==> src/rtl/lamp_monitor.sv <==
// Traffic lamp safety monitor: passes validated lamp requests through and flashes all-red on faults.
// Define LAMP_MON_WATCHDOG_EN to build in the input-stall watchdog (fault code 11).
// state    | meaning
// NORMAL   | lamps follow the validated controller requests
// FAULT    | lamps flash red, fault_code holds the first cause
// RECOVER  | all-red hold for RECOVER_TICKS ticks before NORMAL
module lamp_monitor #(
    parameter int BLINK_TICKS   = 1,
    parameter int RECOVER_TICKS = 2,
    parameter int TIMEOUT_TICKS = 8
) (
    input  logic       clk,
    input  logic       rst,
    input  logic       tick,
    input  logic [2:0] light_A,
    input  logic [2:0] light_B,
    input  logic       clear,
    output logic [2:0] lamp_A,
    output logic [2:0] lamp_B,
    output logic       fault,
    output logic [1:0] fault_code
);

    localparam logic [1:0] S_NORMAL  = 2'd0;
    localparam logic [1:0] S_FAULT   = 2'd1;
    localparam logic [1:0] S_RECOVER = 2'd2;

    localparam logic [2:0] LAMP_RED = 3'b001;
    localparam logic [2:0] LAMP_OFF = 3'b000;

    logic [1:0] r_state;
    logic [1:0] w_state_next;
    logic [2:0] r_lamp_A;
    logic [2:0] r_lamp_B;
    logic       r_fault;
    logic [1:0] r_code;
    logic [3:0] r_rec_cnt;
    logic [3:0] r_blink_cnt;
    logic       r_phase;

    logic       w_illegal;
    logic       w_conflict;
    logic       w_bad;
    logic [1:0] w_bad_code;
    logic       w_wd_fault;

    function automatic logic f_onehot(input logic [2:0] v);
        return (v == 3'b001) || (v == 3'b010) || (v == 3'b100);
    endfunction

    always_comb begin
        w_illegal  = !f_onehot(light_A) || !f_onehot(light_B);
        w_conflict = !w_illegal && (light_A != LAMP_RED) && (light_B != LAMP_RED);
        w_bad      = w_illegal || w_conflict;
        w_bad_code = w_illegal ? 2'b01 : 2'b10;
    end

`ifdef LAMP_MON_WATCHDOG_EN
    logic [3:0] r_wd;
    logic [5:0] r_prev;
    logic [3:0] w_wd_next;

    // An input change on the same cycle as a tick clears rather than counts.
    always_comb begin
        w_wd_next = r_wd;
        if ({light_A, light_B} != r_prev) begin
            w_wd_next = 4'd0;
        end else if (tick && (r_wd != 4'hF)) begin
            w_wd_next = r_wd + 4'd1;
        end
    end

    assign w_wd_fault = (r_state == S_NORMAL) && (w_wd_next >= 4'(TIMEOUT_TICKS));

    always_ff @(posedge clk) begin
        if (!rst) begin
            r_wd   <= 4'd0;
            r_prev <= {light_A, light_B};
        end else begin
            r_prev <= {light_A, light_B};
            r_wd   <= ((w_state_next == r_state) && (r_state != S_FAULT)) ? w_wd_next : 4'd0;
        end
    end
`else
    logic [3:0] w_unused_timeout;
    assign w_unused_timeout = 4'(TIMEOUT_TICKS);
    assign w_wd_fault       = 1'b0;
`endif

    always_comb begin
        w_state_next = r_state;
        case (r_state)
            S_NORMAL: begin
                if (w_bad || w_wd_fault) begin
                    w_state_next = S_FAULT;
                end
            end
            S_FAULT: begin
                if (clear && !w_bad) begin
                    w_state_next = S_RECOVER;
                end
            end
            S_RECOVER: begin
                if (w_bad) begin
                    w_state_next = S_FAULT;
                end else if (tick && (r_rec_cnt == 4'(RECOVER_TICKS - 1))) begin
                    w_state_next = S_NORMAL;
                end
            end
            default: w_state_next = S_RECOVER;
        endcase
    end

    always_ff @(posedge clk) begin
        if (!rst) begin
            r_state     <= S_RECOVER;
            r_lamp_A    <= LAMP_RED;
            r_lamp_B    <= LAMP_RED;
            r_fault     <= 1'b0;
            r_code      <= 2'b00;
            r_rec_cnt   <= 4'd0;
            r_blink_cnt <= 4'd0;
            r_phase     <= 1'b1;
        end else begin
            r_state <= w_state_next;
            case (w_state_next)
                S_NORMAL: begin
                    r_lamp_A <= light_A;
                    r_lamp_B <= light_B;
                    r_fault  <= 1'b0;
                    r_code   <= 2'b00;
                end
                S_RECOVER: begin
                    r_lamp_A <= LAMP_RED;
                    r_lamp_B <= LAMP_RED;
                    r_fault  <= 1'b0;
                    r_code   <= 2'b00;
                    if (r_state != S_RECOVER) begin
                        r_rec_cnt <= 4'd0;
                    end else if (tick) begin
                        r_rec_cnt <= r_rec_cnt + 4'd1;
                    end
                end
                S_FAULT: begin
                    r_fault <= 1'b1;
                    if (r_state != S_FAULT) begin
                        r_code      <= w_bad ? w_bad_code : 2'b11;
                        r_phase     <= 1'b1;
                        r_blink_cnt <= 4'd0;
                        r_lamp_A    <= LAMP_RED;
                        r_lamp_B    <= LAMP_RED;
                    end else if (tick) begin
                        if (r_blink_cnt == 4'(BLINK_TICKS - 1)) begin
                            r_blink_cnt <= 4'd0;
                            r_phase     <= !r_phase;
                            r_lamp_A    <= r_phase ? LAMP_OFF : LAMP_RED;
                            r_lamp_B    <= r_phase ? LAMP_OFF : LAMP_RED;
                        end else begin
                            r_blink_cnt <= r_blink_cnt + 4'd1;
                        end
                    end
                end
                default: begin
                    r_lamp_A <= LAMP_RED;
                    r_lamp_B <= LAMP_RED;
                end
            endcase
        end
    end

    assign lamp_A     = r_lamp_A;
    assign lamp_B     = r_lamp_B;
    assign fault      = r_fault;
    assign fault_code = r_code;

endmodule

==> config.mk <==
export PLATFORM = sky130hd
export DESIGN_NAME = lamp_monitor
export DESIGN_NICKNAME = d
export VERILOG_FILES = /design/src/rtl/lamp_monitor.sv
export SDC_FILE = /design/constraint.sdc
export NUM_CORES = 1
export LEC_CHECK = 0
export ABC_AREA = 1
export BUFFER_PORTS_ARGS = -buffer_cell sky130_fd_sc_hd__buf_2
export CAP_MARGIN = 20
export CORE_ASPECT_RATIO = 0.8
export CORE_MARGIN = 4
export CORE_UTILIZATION = 55
export CTS_BUF_LIST = sky130_fd_sc_hd__clkbuf_8
export CTS_CLUSTER_SIZE = 14
export DETAILED_ROUTE_END_ITERATION = 10
export PLACE_DENSITY = 0.82
export SKIP_CTS_REPAIR_TIMING = 1
export SYNTH_ARGS = -nofsm -noshare
export SYNTH_HDL_FRONTEND = slang
export SYNTH_SLANG_ARGS = --single-unit
==> constraint.sdc <==
create_clock -name clk -period 1.8 [get_ports clk]
set_clock_uncertainty 0.15 [all_clocks]
set_input_delay 0.18 -clock clk [delete_from_list [all_inputs] [get_ports clk]]
set_output_delay 0.18 -clock clk [all_outputs]
set_load 0.05 [all_outputs]
======== Word level (Yosys, flattened, before mapping) ========
Cells that the tools add are included.
storage, ports and cells
  input port bits ......................... 10
  bits in registers ....................... 20
  logic and storage cells ................. 80
cells by class
  add/sub/neg operators ................... 2
  reduce and logical (&&, ||, !) cells .... 28
  mux-type cells .......................... 24
  equality and inequality tests ........... 18
operator list
  kind                 count
  $mux 4               5
  $mux 2               7
  $pmux 3 s2           2
  $mux 3               3
  $add 4x1->4 const B  2
  $reduce_and 2->1     4
  $reduce_bool 2->1    4
  $eq 3x1->1 const B   2
  $eq 3x2->1 const B   2
  $eq 3x3->1 const B   2
  $logic_or 1x1->1     6
  $ne 3x1->1 const B   2
  $ne 3x3->1 const B   2
  $pmux 2 s3           1
  $logic_not 1->1      5
  $eq 2x1->1 const B   2
  $eq 2x2->1 const B   2
  $eq 4x1->1 const B   1
  $logic_and 1x1->1    4
  $logic_not 2->1      2
  $logic_not 4->1      1
  $mux 1               4
  $ne 2x2->1 const B   2
  $pmux 2 s2           1
  4 further kinds      4

======== Depth between registers and ports, before layout ========
  word-level depth ........................ 17
  gate-level depth with buffers ........... 13
  depth with buffers taken out ............ 13

======== Worst setup path after synthesis ========
No wires, ideal clock.
  path type ............................... register to register
  start ................................... register r_rec_cnt[1]
  end ..................................... register r_rec_cnt[1]
  setup time .............................. 0.128 ns
  data required time ...................... 1.522 ns
  cell stages (with the launch flop) ...... 13
  buffers on the path ..................... 0
  period minus slack after synthesis ...... 1.488 ns
  arrival ................................. 1.210 ns
  slack ................................... 0.312 ns
  cells stage by stage .................... dfxtp_1 inv_1 ha_1 nand2_1 inv_1 nand2_1 nand2_1 nand2_1 nand4_2 nand2_4 nand3_1 nand2_1 nor2_1
between the ends
  cells in the longest elaborated chain, start to end .. 7
  elaborated cells on any way between the ends .. 10
  classes of those cells .................. add/sub (1); eq/ne (2); mux (5); reduce/logical (2)
RTL lines
  what                               RTL line  text
  start: declaration                 37        logic [3:0] r_rec_cnt;
  start signal: assignment           141       r_rec_cnt <= r_rec_cnt + 4'd1;
  $eq 4x1->1                         106       end else if (tick && (r_rec_cnt == 4'(RECOVER_TICKS - 1))) begin
  $logic_and 1x1->1                  106
  $mux 2                             106
  $mux 2                             104       if (w_bad) begin
  $pmux 2 s3                         92        case (r_state)
  $eq 2x2->1                         126       case (w_state_next)
  $reduce_and 2->1 (no source line)  n/a
Parallel ways exist; a longest one is shown, timed or not. The select of a mux whose other input is x is not followed.
A chain may end at the register's enable or synchronous reset.

======== Worst setup path in the final report ========
  start ................................... register r_state[0]
  end ..................................... register r_lamp_A[0] (netlist: lamp_A[0])
between the ends
  cells in the longest elaborated chain, start to end .. 6
  elaborated cells on any way between the ends .. 16
  classes of those cells .................. eq/ne (6); mux (7); reduce/logical (3)
RTL lines
  what                               RTL line  text
  start: declaration                 31        logic [1:0] r_state;
  start signal: assignment           125       r_state <= w_state_next;
  $mux 2                             106
  $mux 2                             104
  $pmux 2 s3                         92
  $eq 2x1->1                         126
  $ne 3x3->1 (no source line)        n/a
  $reduce_and 2->1 (no source line)  n/a
  end signal: assignment             128       r_lamp_A <= light_A;
  end signal: assignment             156       r_lamp_A <= r_phase ? LAMP_OFF : LAMP_RED;
  end: declaration                   33        logic [2:0] r_lamp_A;
Parallel ways exist; a longest one is shown, timed or not.

==> impl_metrics.toml <==
[routing]
drcViolationCount = 0
drt_iter0_markers = 38
via_count = 1190
wl_per_cell_um = 12.8
ant_nets = 0
via_per_inst = 5.61
drt-total-wl_um = 2700
drtPass1Iterations = 5

[sta]
fin_crit_ps = 1670
setup_slack_ps = 127
setup_viol_count_final = 0
clock.fmax_mhz = 598
post-route-period-util = 0.930
final-hold-violation-count = 0
worstMarginPinSlew_ps = 409
slew_violations = 0
max_slew_margin = 0.727
setup_tns_ps = 0

[yosys]
synth_seq_cells = 20
ys_warn_count = 0
yosysUniqueCellTypes = 23
synth-edff-count = 0
async_flop_share = 0
yosysSeqAreaShare = 0.350
netlist_area_um2 = 1140
synth_nets = 179
synthFlopType = "dfxtp_1"
syn_avg_cell_area_um2 = 6.93
syn_inst = 165

[worst_setup_path]
arrival_ps = 1680
slowest_delay_ps = 370
cp-start-kind = "register"
crit_chain = "inv_2 > or2_0 > nand4_1 > nand2_2 > inv_1 > nand2_1 > nand2_1 > nand2_1"
critPathRequiredTime_ps = 1800
end_kind = "register"
worstSetupPathType = "register to register"
crit_path_frequent_cell = "nand2_1"
worst_path_max_delay_cell = "dfxtp_1"
cp_max_fo = 8

[clocking]
cts_tree = "yes"
htree_levels = 1
clk-insertion-delay-late_ps = 260
numCtsBuffers = 3
cts_root_buf = "clkbuf_8"
clk_pin_slew_worst_paths_ps = 70
clockBufferDepth = 2
cts.sinks = 20

[pwr]
vdd_ir_drop_max_mv = 0.606
power.total_mw = 1.07
comb_power_share = 0.226
power_density_nw_per_um2 = 797
clkPwrFrac = 0.320
p_leak_nw = 0.650
swShare = 0.315
power_switching_mw = 0.338
p_int_mw = 0.736
pwr-share-seq = 0.453

[finish]
fill_cells = 166
final_nets = 203
syn_to_final_growth_pct = 17.8
final_util = 0.699
antennaDiodeCount = 0
layout-drive-gt1-share = 0.197
fin_area_um2 = 1350

[placement]
io_buffers = 18
gp_congestion = 0.829
dp_hpwl_um = 2030
pre_cts_ws_ps = 86.7
dpl-instance-area_um2 = 1270

[floorplanning]
die_area_um2 = 2880
dieWidth_um = 59.0
start_util = 0.594
std_cell_rows = 14
ioPinCount = 19
die_y_um = 48.8
core_area_um2 = 1930

[global_route]
grtUsageMet1 = 0.240
grt_max_degree = 12
grt_pass1_vias = 1081
use_met3 = 0.0529
grt_use_total = 0.195
grt_pass1_wl_um = 4460
grt_busiest_layer = "met2"
use_met2 = 0.325
grt_remaining_overflow = 0
antenna_found_initial = 0

[run_status]
status = "finished clean"

[job]
drv_cap = 0

[hold_path]
worstHoldPathType = "primary input to register"
[through the flow]
| stage | cells | hold slack (ps) |
|---|---|---|
| 3_5_place_dp | 206 | 304 |
| 5_1_grt | 212 | 33.5 |
| 6_report | 212 | 39.4 |
| 3_3_place_gp | 206 | 291 |
| 2_1_floorplan | 165 | 201 |
| 4_1_cts | 210 | 34.3 |
[cell usage after synthesis, types with 2 or more instances]
cell      number  area, µm²
nor2_1        15       56.3
xor2_1         2       17.5
clkbuf_1       3       11.3
nand2_1       38        143
ha_1           4       50.1
a21oi_1       10       50.1
nand4_1       14       87.6
or2_2          2       12.5
xnor2_1        2       17.5
dfxtp_1       20        400
inv_1         24       90.1
o21ai_0        3       15.0
nand3_1       17       85.1
nand2_4        2       22.5
[path summary, 6_finish.rpt]
| check | slack [ps] | end | depth (start not counted) | from |
|---|---|---|---|---|
| min | 40 | r_state[1]$_SDFF_PN1_ | 2 | rst |
| max | 130 | lamp_A[0]$_SDFFE_PN1P_ | 8 | r_state[0]$_SDFF_PN0_ |
| min reg2reg | 340 | r_phase$_SDFFE_PN1P_ | 2 | r_phase$_SDFFE_PN1P_ |
| max reg2reg | 130 | lamp_A[0]$_SDFFE_PN1P_ | 8 | r_state[0]$_SDFF_PN0_ |
[power by group through the flow]
stage               Combinational [mW]  Sequential (mW)  Clock (mW)
CTS                              0.235            0.485       0.347
detailed placement               0.233            0.495           0
floorplan                        0.138            0.529           0
global placement                 0.224            0.494           0
global route                     0.269            0.490       0.362
finish                           0.243            0.487       0.344
[cells by family after synthesis]
kind of cell    Yosys count  share of synthesized area
compound gates           16                     0.0886
xor+xnor                  4                     0.0306
fa+ha+maj                 4                     0.0438
buf+inv                  28                     0.0952
flops                    20                      0.350
simple gates             93                      0.392
[cell type report]
type,instances,area (µm²),share of cell area
Timing Repair Buffer,23,128,0.0947
Inverter,24,90.1,0.0669
Multi-Input combinational cell,117,643,0.477
Tap cell,24,30.0,0.0223
Sequential cell,20,402,0.298
Clock buffer,4,55.1,0.0409
[routing by layer]
| metal | wire length (µm) | vias to the layer above | part of all wire |
|---|---|---|---|
| met5 | 0 | - | 0 |
| met4 | 28 | 0 | 0.010 |
| met3 | 128 | 4 | 0.047 |
| met2 | 1340 | 44 | 0.49 |
| met1 | 1210 | 555 | 0.45 |
| li1 | - | 587 | - |
[state kept, by name, summed over array words and instances (netlist names)]
name / flops
fault: 1
fault_code: 2
lamp_A: 3
lamp_B: 3
r_blink_cnt: 4
r_phase: 1
r_rec_cnt: 4
r_state: 2
[critical path: cells and delay by family (launching register included)]
family	cells	cell delay (ps)
DFF	1	370
and+or+nand+nor	6	830
buffers and inverters	2	210
[cells in the final DEF, fill, tap and decap left out, types with 4 or more instances in the layout]
cell type and instances:
inv_1 23, buf_2 18, ha_1 4, nand4_1 14, nor2_1 15, dfxtp_1 19, nand3_1 17, clkbuf_8 4
a21oi_1 10, buf_4 5, nand2_1 38
Power figures use the tool's default switching activity.
